**src/rtl/sub_16bit_csel_seq.sv**
```systemverilog
// Sequential carry-select subtractor: a - b - bin, one BLOCK-wide slice per cycle,
// with valid/ready handshakes on both sides and borrow / signed-overflow flags.
module sub_16bit_csel_seq #(
  parameter int unsigned WIDTH = 16,
  parameter int unsigned BLOCK = 4
) (
  input  logic             clk,
  input  logic             rst,
  input  logic             in_valid,
  output logic             in_ready,
  input  logic [WIDTH-1:0] a,
  input  logic [WIDTH-1:0] b,
  input  logic             bin,
  output logic             out_valid,
  input  logic             out_ready,
  output logic [WIDTH-1:0] diff,
  output logic             bout,
  output logic             ovf
);

  localparam int unsigned N  = WIDTH / BLOCK;
  localparam int unsigned KW = (N > 1) ? $clog2(N) : 1;
  localparam logic [KW-1:0] KLast = KW'(N - 1);

  typedef enum logic [1:0] {StIdle, StCalc, StDone} state_e;

  state_e           state_q, state_d;
  logic [WIDTH-1:0] a_q, a_d;
  logic [WIDTH-1:0] bn_q, bn_d;
  logic             c_q, c_d;
  logic [KW-1:0]    k_q, k_d;
  logic [WIDTH-1:0] diff_q, diff_d;
  logic             bout_q, bout_d;
  logic             ovf_q, ovf_d;

  logic [BLOCK:0]   r0, r1, sel;
  int unsigned      base;

  always_comb begin
    state_d = state_q;
    a_d     = a_q;
    bn_d    = bn_q;
    c_d     = c_q;
    k_d     = k_q;
    diff_d  = diff_q;
    bout_d  = bout_q;
    ovf_d   = ovf_q;
    base    = 0;
    r0      = '0;
    r1      = '0;
    sel     = '0;
    unique case (state_q)
      StIdle: begin
        if (in_valid) begin
          a_d     = a;
          bn_d    = ~b;
          c_d     = ~bin;
          k_d     = '0;
          state_d = StCalc;
        end
      end
      StCalc: begin
        base = 32'(k_q) * BLOCK;
        // Both carry-in candidates are formed, the registered carry picks one.
        r0   = {1'b0, a_q[base+:BLOCK]} + {1'b0, bn_q[base+:BLOCK]};
        r1   = {1'b0, a_q[base+:BLOCK]} + {1'b0, bn_q[base+:BLOCK]} + {{BLOCK{1'b0}}, 1'b1};
        sel  = c_q ? r1 : r0;
        diff_d[base+:BLOCK] = sel[BLOCK-1:0];
        c_d  = sel[BLOCK];
        if (k_q == KLast) begin
          state_d = StDone;
          bout_d  = ~sel[BLOCK];
          // bn_q holds ~b, so equal MSBs here means a and b MSBs differ.
          ovf_d   = (a_q[WIDTH-1] == bn_q[WIDTH-1]) && (diff_d[WIDTH-1] != a_q[WIDTH-1]);
        end else begin
          k_d = k_q + KW'(1);
        end
      end
      StDone: begin
        if (out_ready) state_d = StIdle;
      end
      default: state_d = StIdle;
    endcase
  end

  always_ff @(posedge clk) begin
    if (rst) begin
      state_q <= StIdle;
      a_q     <= '0;
      bn_q    <= '0;
      c_q     <= 1'b0;
      k_q     <= '0;
      diff_q  <= '0;
      bout_q  <= 1'b0;
      ovf_q   <= 1'b0;
    end else begin
      state_q <= state_d;
      a_q     <= a_d;
      bn_q    <= bn_d;
      c_q     <= c_d;
      k_q     <= k_d;
      diff_q  <= diff_d;
      bout_q  <= bout_d;
      ovf_q   <= ovf_d;
    end
  end

  assign in_ready  = (state_q == StIdle);
  assign out_valid = (state_q == StDone);
  assign diff      = diff_q;
  assign bout      = bout_q;
  assign ovf       = ovf_q;

endmodule

```
**config.mk**
```make
export PLATFORM = sky130hd
export DESIGN_NAME = sub_16bit_csel_seq
export DESIGN_NICKNAME = d
export VERILOG_FILES = /design/src/rtl/sub_16bit_csel_seq.sv
export SDC_FILE = /design/constraint.sdc
export NUM_CORES = 1
export LEC_CHECK = 0
export CORE_MARGIN = 3
export CORE_UTILIZATION = 45
export DETAILED_ROUTE_END_ITERATION = 8
export PLACE_DENSITY = 0.8
export REMOVE_ABC_BUFFERS = 1
export SYNTH_ARGS = -nofsm -noshare
export SYNTH_HDL_FRONTEND = slang
export SYNTH_SLANG_ARGS = --single-unit
```
**constraint.sdc**
```tcl
create_clock -name clk -period 3.35 [get_ports clk]
set_input_delay 1.005 -clock clk [delete_from_list [all_inputs] [get_ports clk]]
set_output_delay 1.005 -clock clk [all_outputs]
set_load 0.02 [all_outputs]
```
==> results of run 1 <==
==> area by class of cell <==
type / count / area [um2]
inverters: 5 / 18.8
repair buffers: 62 / 601
flip-flops and latches: 55 / 1100
multi-input cells: 204 / 1350
clock buffers: 8 / 100
fillers: 481 / 2040
well taps: 70 / 87.6
==> metrics by stage <==
stage,instances,hold slack (ps),power [mW]
CTS,404,461,1.36
global route,404,482,1.42
detailed placement,396,449,0.972
floorplan,264,427,0.867
finish,404,461,1.36
global placement,396,442,0.968
==> synth_stat cells (all sizes together), types with 3 or more instances <==
library cell,instances
dfxtp,55
nor2,44
nand2,39
a21oi,24
a211oi,17
a22oi,15
clkbuf,13
ha,11
mux4,8
inv,5
buf,4
a21o,3
and2,3
nand3,3
o21ai,3
==> final timing paths <==
kind,start,endpoint,slack (ps),cells after the start
setup reg to reg,k_q[0],bout,280,9
setup / recovery,k_q[0],bout,280,9
hold reg to reg,a_q[5],a_q[5],460,2
hold / removal,a_q[5],a_q[5],460,2
==> worst reg2reg max path, stage by stage (launching register included) <==
cell,delay [ps]
dfxtp_1,520
mux4_2,560
ha_1,240
fa_1,480
ha_1,230
and2_1,200
and3_1,170
a21oi_1,170
o21ai_0,110
o311a_1,290
==> layer usage <==
layer	vias up	global-route usage, %	wire, um
met5	-	0	0
met4	0	7.09	87
met3	8	4.21	344
met2	68	30.4	2600
met1	971	22.5	2570
li1	1098	-	-
==> cells by family (layout without fill, tap and decap cells) <==
logic type | count (synthesis) | in the layout | share of synthesized area (%)
AOI/OAI and AO/OA | 71 | 71 | 18.5
muxes | 10 | 10 | 7.91
xor gates and xnor gates | 5 | 5 | 2.31
buffers and inverters | 22 | 75 | 3.69
DFF | 55 | 55 | 43.2
adders and majority gates | 12 | 12 | 6.19
and+or+nand+nor | 106 | 106 | 18.2
==> power breakdown <==
part | leakage (nW) | switching (mW) | internal [mW]
Combinational | 0.747 | 0.128 | 0.123
Clock | 0.0515 | 0.210 | 0.189
Sequential | 0.450 | 0.0212 | 0.685
Total | 1.25 | 0.359 | 0.998
==> state kept, by name (all words and copies together) (netlist names) <==
| register | cells |
|---|---|
| a_q | 16 |
| bn_q | 16 |
| bout | 1 |
| c_q | 1 |
| diff | 16 |
| k_q | 2 |
| ovf | 1 |
| state_q | 2 |
==> reports/metrics.cfg, run 1 <==
[outcome]
status=completed

[yosys]
synth_warnings=0
syn_avg_cell_area_um2=9.06
synth_flop_cell=dfxtp_1
synth-seq-area-share_pct=43.2
yosysTopAreaCellShare_pct=43.2
async_reset_ff_share_pct=0
postSynthCellCount=281
synth_top_cell_by_area=dfxtp_1
synthTopCellsByArea=dfxtp_1 43%, mux4_2 7.1%, nor2_1 6.5%, nand2_1 5.7%, ha_1 5.4%
synth_seq_cells=55
synth_cell_types=40
synth-edff-count=0
synth.cell_area_um2=2550

[route]
firstDrtPassIters=4
drtIter0Drc=139
antenna_left=0
routed_via_density=5.31
post-route-drc-count=0
via_count=2145
totalWireLength_um=5600
routedWlPerCell_um=13.9

[sta]
worst_pin_slew_ps=810
finalSetupViolCount=0
slew_viol_final=0
slew_headroom_pct=45.5
period_minus_slack_ps=3070
setup_ws_ps=279
period_share_pct=91.7
hold_viol_final=0
rsz0062_at_grt=false
clock_skew_ps=5.23
fin_tns_setup_ps=0
fmax_mhz=326

[floorplan]
dieHeight_um=81.2
core_um2=5300
design.die.area_um2=6600
initial_utilization_pct=48.0
die_w_um=81.2
io_pins=57
num_rows=26

[finish]
area_delta_synth_final_pct=28.0
final_area_um2=3260
post-route-util_pct=61.5
nNetsFinal=382
final_cell_mix=55 x dfxtp_1, 55 x clkdlybuf4s50_1, 44 x nor2_1
drive_gt1_share_pct=7.49
insertedDiodeCount=0

[grt]
grt_pass1_vias=2068
grt_max_degree=36
antenna_found_initial=0
grt_first_pass_wirelength_um=9190
grt_overflow_total=0
grt_usage_pct=18.1

[placed_design]
port_buffers=56
dp_hpwl_um=4150
dpl_worst_slack_ps=271
gp_congestion=0.876
place_area_um2=3160

[setup_path]
critical_path_required_ps=3560
startpoint_type=register
arrival_ps=3280
crit_slowest_cell=mux4_2
slowest_delay_ps=560
path_cells=mux4_2, ha_1, fa_1, ha_1, and2_1, and3_1, a21oi_1, o21ai_0, o311a_1
cpMostUsedCell=ha_1
critPathKind=register to register
end_kind=register
path_max_fanout=6
crit_buf_inv=0
crit_family=adder cells

[cts]
cts_resized=0
cts_max_path_buffers=2
cts_setup_buffers=0
numCtsBuffers=5
clk_pin_slew_ps=90
cts_tree=built
clock_latency_ps=310
clk_root_buffer_cell=clkbuf_8
ctsHoldBuffers=0
cts_htree_levels=2
clock_sinks=55

[power]
leakagePower_nw=1.25
irDropWorstVdd_mv=0.230
pwr_density_cell_nw_per_um2=416

[job]
drv_cap=0

[min_path]
hp-class=register to register

(Power assumes the default switching activity.)
==> inputs of run 2 (changes only) <==
==> constraint.sdc (replaced) <==
create_clock -name clk -period 3.35 [get_ports clk]
set_input_delay 0.8375 -clock clk [delete_from_list [all_inputs] [get_ports clk]]
set_output_delay 0.8375 -clock clk [all_outputs]
set_load 0.02 [all_outputs]
==> run 2 against run 1 <==
- sequential power about the same
- first-iteration DRC count increased by 2.9%
- via count rose by 2.1%
- sequential cell count did not move
- sequential share of layout area decreased by 0.26 points
- core utilization grew 0.47 points
- worst hold slack improved by 2.5 ps
- fmax shrank 0.85%
- critical path type unchanged
==> reports/metrics.cfg, run 2 (same netlist as run 1, synthesis figures left out) <==
[finish]
area_delta_synth_final_pct=29.0
fillers=471  ; -2.1%
post-route-util_pct=61.9  ; +0.47 points
nNetsFinal=381  ; -0.26%
final_cell_mix=55 x dfxtp_1, 55 x clkdlybuf4s50_1, 44 x nor2_1
multiInputGateArea_um2=1350  ; unchanged
ff_latch_area_um2=1100  ; unchanged
final_area_um2=3280  ; +0.77%
drive_gt1_share_pct=7.21  ; -0.28 points
insertedDiodeCount=0  ; unchanged

[grt]
grt_overflow_total=0  ; unchanged
grt_max_degree=52  ; +44%
grt_pass1_vias=2135  ; +3.2%
grt_first_pass_wirelength_um=9200  ; about the same
grt_usage_pct=17.5  ; -0.56 points
antenna_found_initial=0  ; unchanged

[power]
leakagePower_nw=1.26  ; +0.71%
pwr_density_cell_nw_per_um2=444  ; +6.6%
irDropWorstVdd_mv=0.192  ; -17%
p_sw_share_pct=24.1  ; -2.4 points
p_int_mw=1.11  ; +11%
combPwrFrac_pct=17.3  ; -1.2 points
seqPwrFrac_pct=48.5  ; -3.6 points
p_sw_mw=0.351  ; -2.1%
clockPowerShare_pct=34.2  ; +4.8 points

[floorplan]
design.die.area_um2=6600  ; unchanged
die_w_um=81.2  ; unchanged
initial_utilization_pct=48.0  ; unchanged
io_pins=57  ; unchanged
num_rows=26  ; unchanged
core_um2=5300  ; unchanged
dieHeight_um=81.2  ; unchanged

[min_path]
min_to=a_q[11]
whs_path_depth=2  ; unchanged
hp-class=register to register
worstHoldStart=a_q[11]

[sta]
fmax_mhz=323  ; -0.85%
finalSetupViolCount=0  ; unchanged
period_minus_slack_ps=3100  ; +26.4 ps
slew_headroom_pct=48.8  ; +3.3 points
rsz0062_at_grt=false
period_share_pct=92.5  ; +0.79 points
clock_skew_ps=6.63  ; +1.39 ps
fin_tns_setup_ps=0  ; unchanged
worst_pin_slew_ps=758  ; -52.2 ps
slew_viol_final=0  ; unchanged
setup_ws_ps=252  ; -26.4 ps
hold_viol_final=0  ; unchanged

[setup_path]
cpMostUsedCell=ha_1
end_kind=register
path_cells=mux4_2, ha_1, fa_1, ha_1, and2_1, and3_1, a21oi_1, o21ai_0, o311a_1
crit_slowest_cell=mux4_2
rr_endpoint=bout
arrival_ps=3290  ; about the same
path_max_fanout=6  ; unchanged
startpoint_type=register
reg2reg_from=k_q[0]
reg2regPathDepth=9  ; unchanged
critical_path_required_ps=3540  ; -20 ps
critPathKind=register to register
slowest_delay_ps=550  ; about the same
worst-r2r-setup-slack_ps=250  ; -30 ps

[route]
routed_via_density=5.43  ; +2.4%
post-route-drc-count=0  ; unchanged
firstDrtPassIters=4  ; unchanged
drtIter0Drc=143  ; +2.9%
routedWlPerCell_um=13.6  ; -1.8%
antenna_left=0  ; unchanged
via_count=2190  ; +2.1%
totalWireLength_um=5480  ; -2.1%

[cts]
clock_sinks=55  ; unchanged
clk_root_buffer_cell=clkbuf_8
ctsHoldBuffers=0  ; unchanged
cts_htree_levels=2  ; unchanged
cts_resized=0  ; unchanged
numCtsBuffers=5  ; unchanged
cts_setup_buffers=0  ; unchanged
clock_latency_ps=300  ; about the same
clk_pin_slew_ps=90  ; about the same
cts_max_path_buffers=2  ; unchanged
cts_tree=built

[outcome]
status=completed

[placed_design]
place_area_um2=3150  ; -0.24%
gp_congestion=0.882  ; +0.67%
port_buffers=56  ; unchanged
dp_hpwl_um=3960  ; -4.5%
dpl_worst_slack_ps=273  ; +1.95 ps

[job]
drv_cap=0  ; unchanged

-- run 2: layout make-up --
| cell class | instances | share of cell area [%] |
|---|---|---|
| Sequential cell | 55 | 33.5 |
| Inverter | 5 | 0.571 |
| Tap cell | 70 | 2.67 |
| Clock inverter | 2 | 1.83 |
| Clock buffer | 6 | 2.21 |
| Multi-Input combinational cell | 204 | 41.1 |
| Timing Repair Buffer | 61 | 18.1 |
-- run 2: worst max-delay path by stage --
stage / start / to / cells past startpoint
2_1_floorplan: k_q[0] / bout / 9
3_3_place_gp: k_q[0] / bout / 9
3_5_place_dp: k_q[0] / bout / 9
4_1_cts: k_q[0] / bout / 9
5_1_grt: k_q[0] / ovf / 8
6_report: k_q[0] / bout / 9
-- run 2: power by group through the flow --
| stage | combinational, mW | sequential (mW) | clock (mW) |
|---|---|---|---|
| finish | 0.252 | 0.707 | 0.499 |
| detailed placement | 0.249 | 0.722 | 0 |
| global route | 0.278 | 0.712 | 0.530 |
| global placement | 0.245 | 0.722 | 0 |
| CTS | 0.252 | 0.707 | 0.510 |
| floorplan | 0.144 | 0.723 | 0 |
-- run 2: per-stage QoR --
step / hold WS [ps] / instances / total power, mW
after detailed placement: 448 / 395 / 0.970
final: 463 / 403 / 1.46
after global routing: 492 / 403 / 1.52
after CTS: 461 / 403 / 1.47
after floorplan: 427 / 264 / 0.867
after global placement: 442 / 395 / 0.966
-- run 2: metal layers --
metal  wire length (um)  GRT usage [%]
met2               2610           31.9
met5                  0              0
met1               2500           21.2
met4                 63           4.05
met3                307           3.44
-- run 2: critical path, delay by kind of cell, from the launching register on --
kind | cells | cell delay [ps]
AND/OR/NAND/NOR | 2 | 390
AO/OA/AOI/OAI | 3 | 570
adder cells (fa/ha/maj) | 3 | 960
flip-flops | 1 | 510
multiplexers | 1 | 550
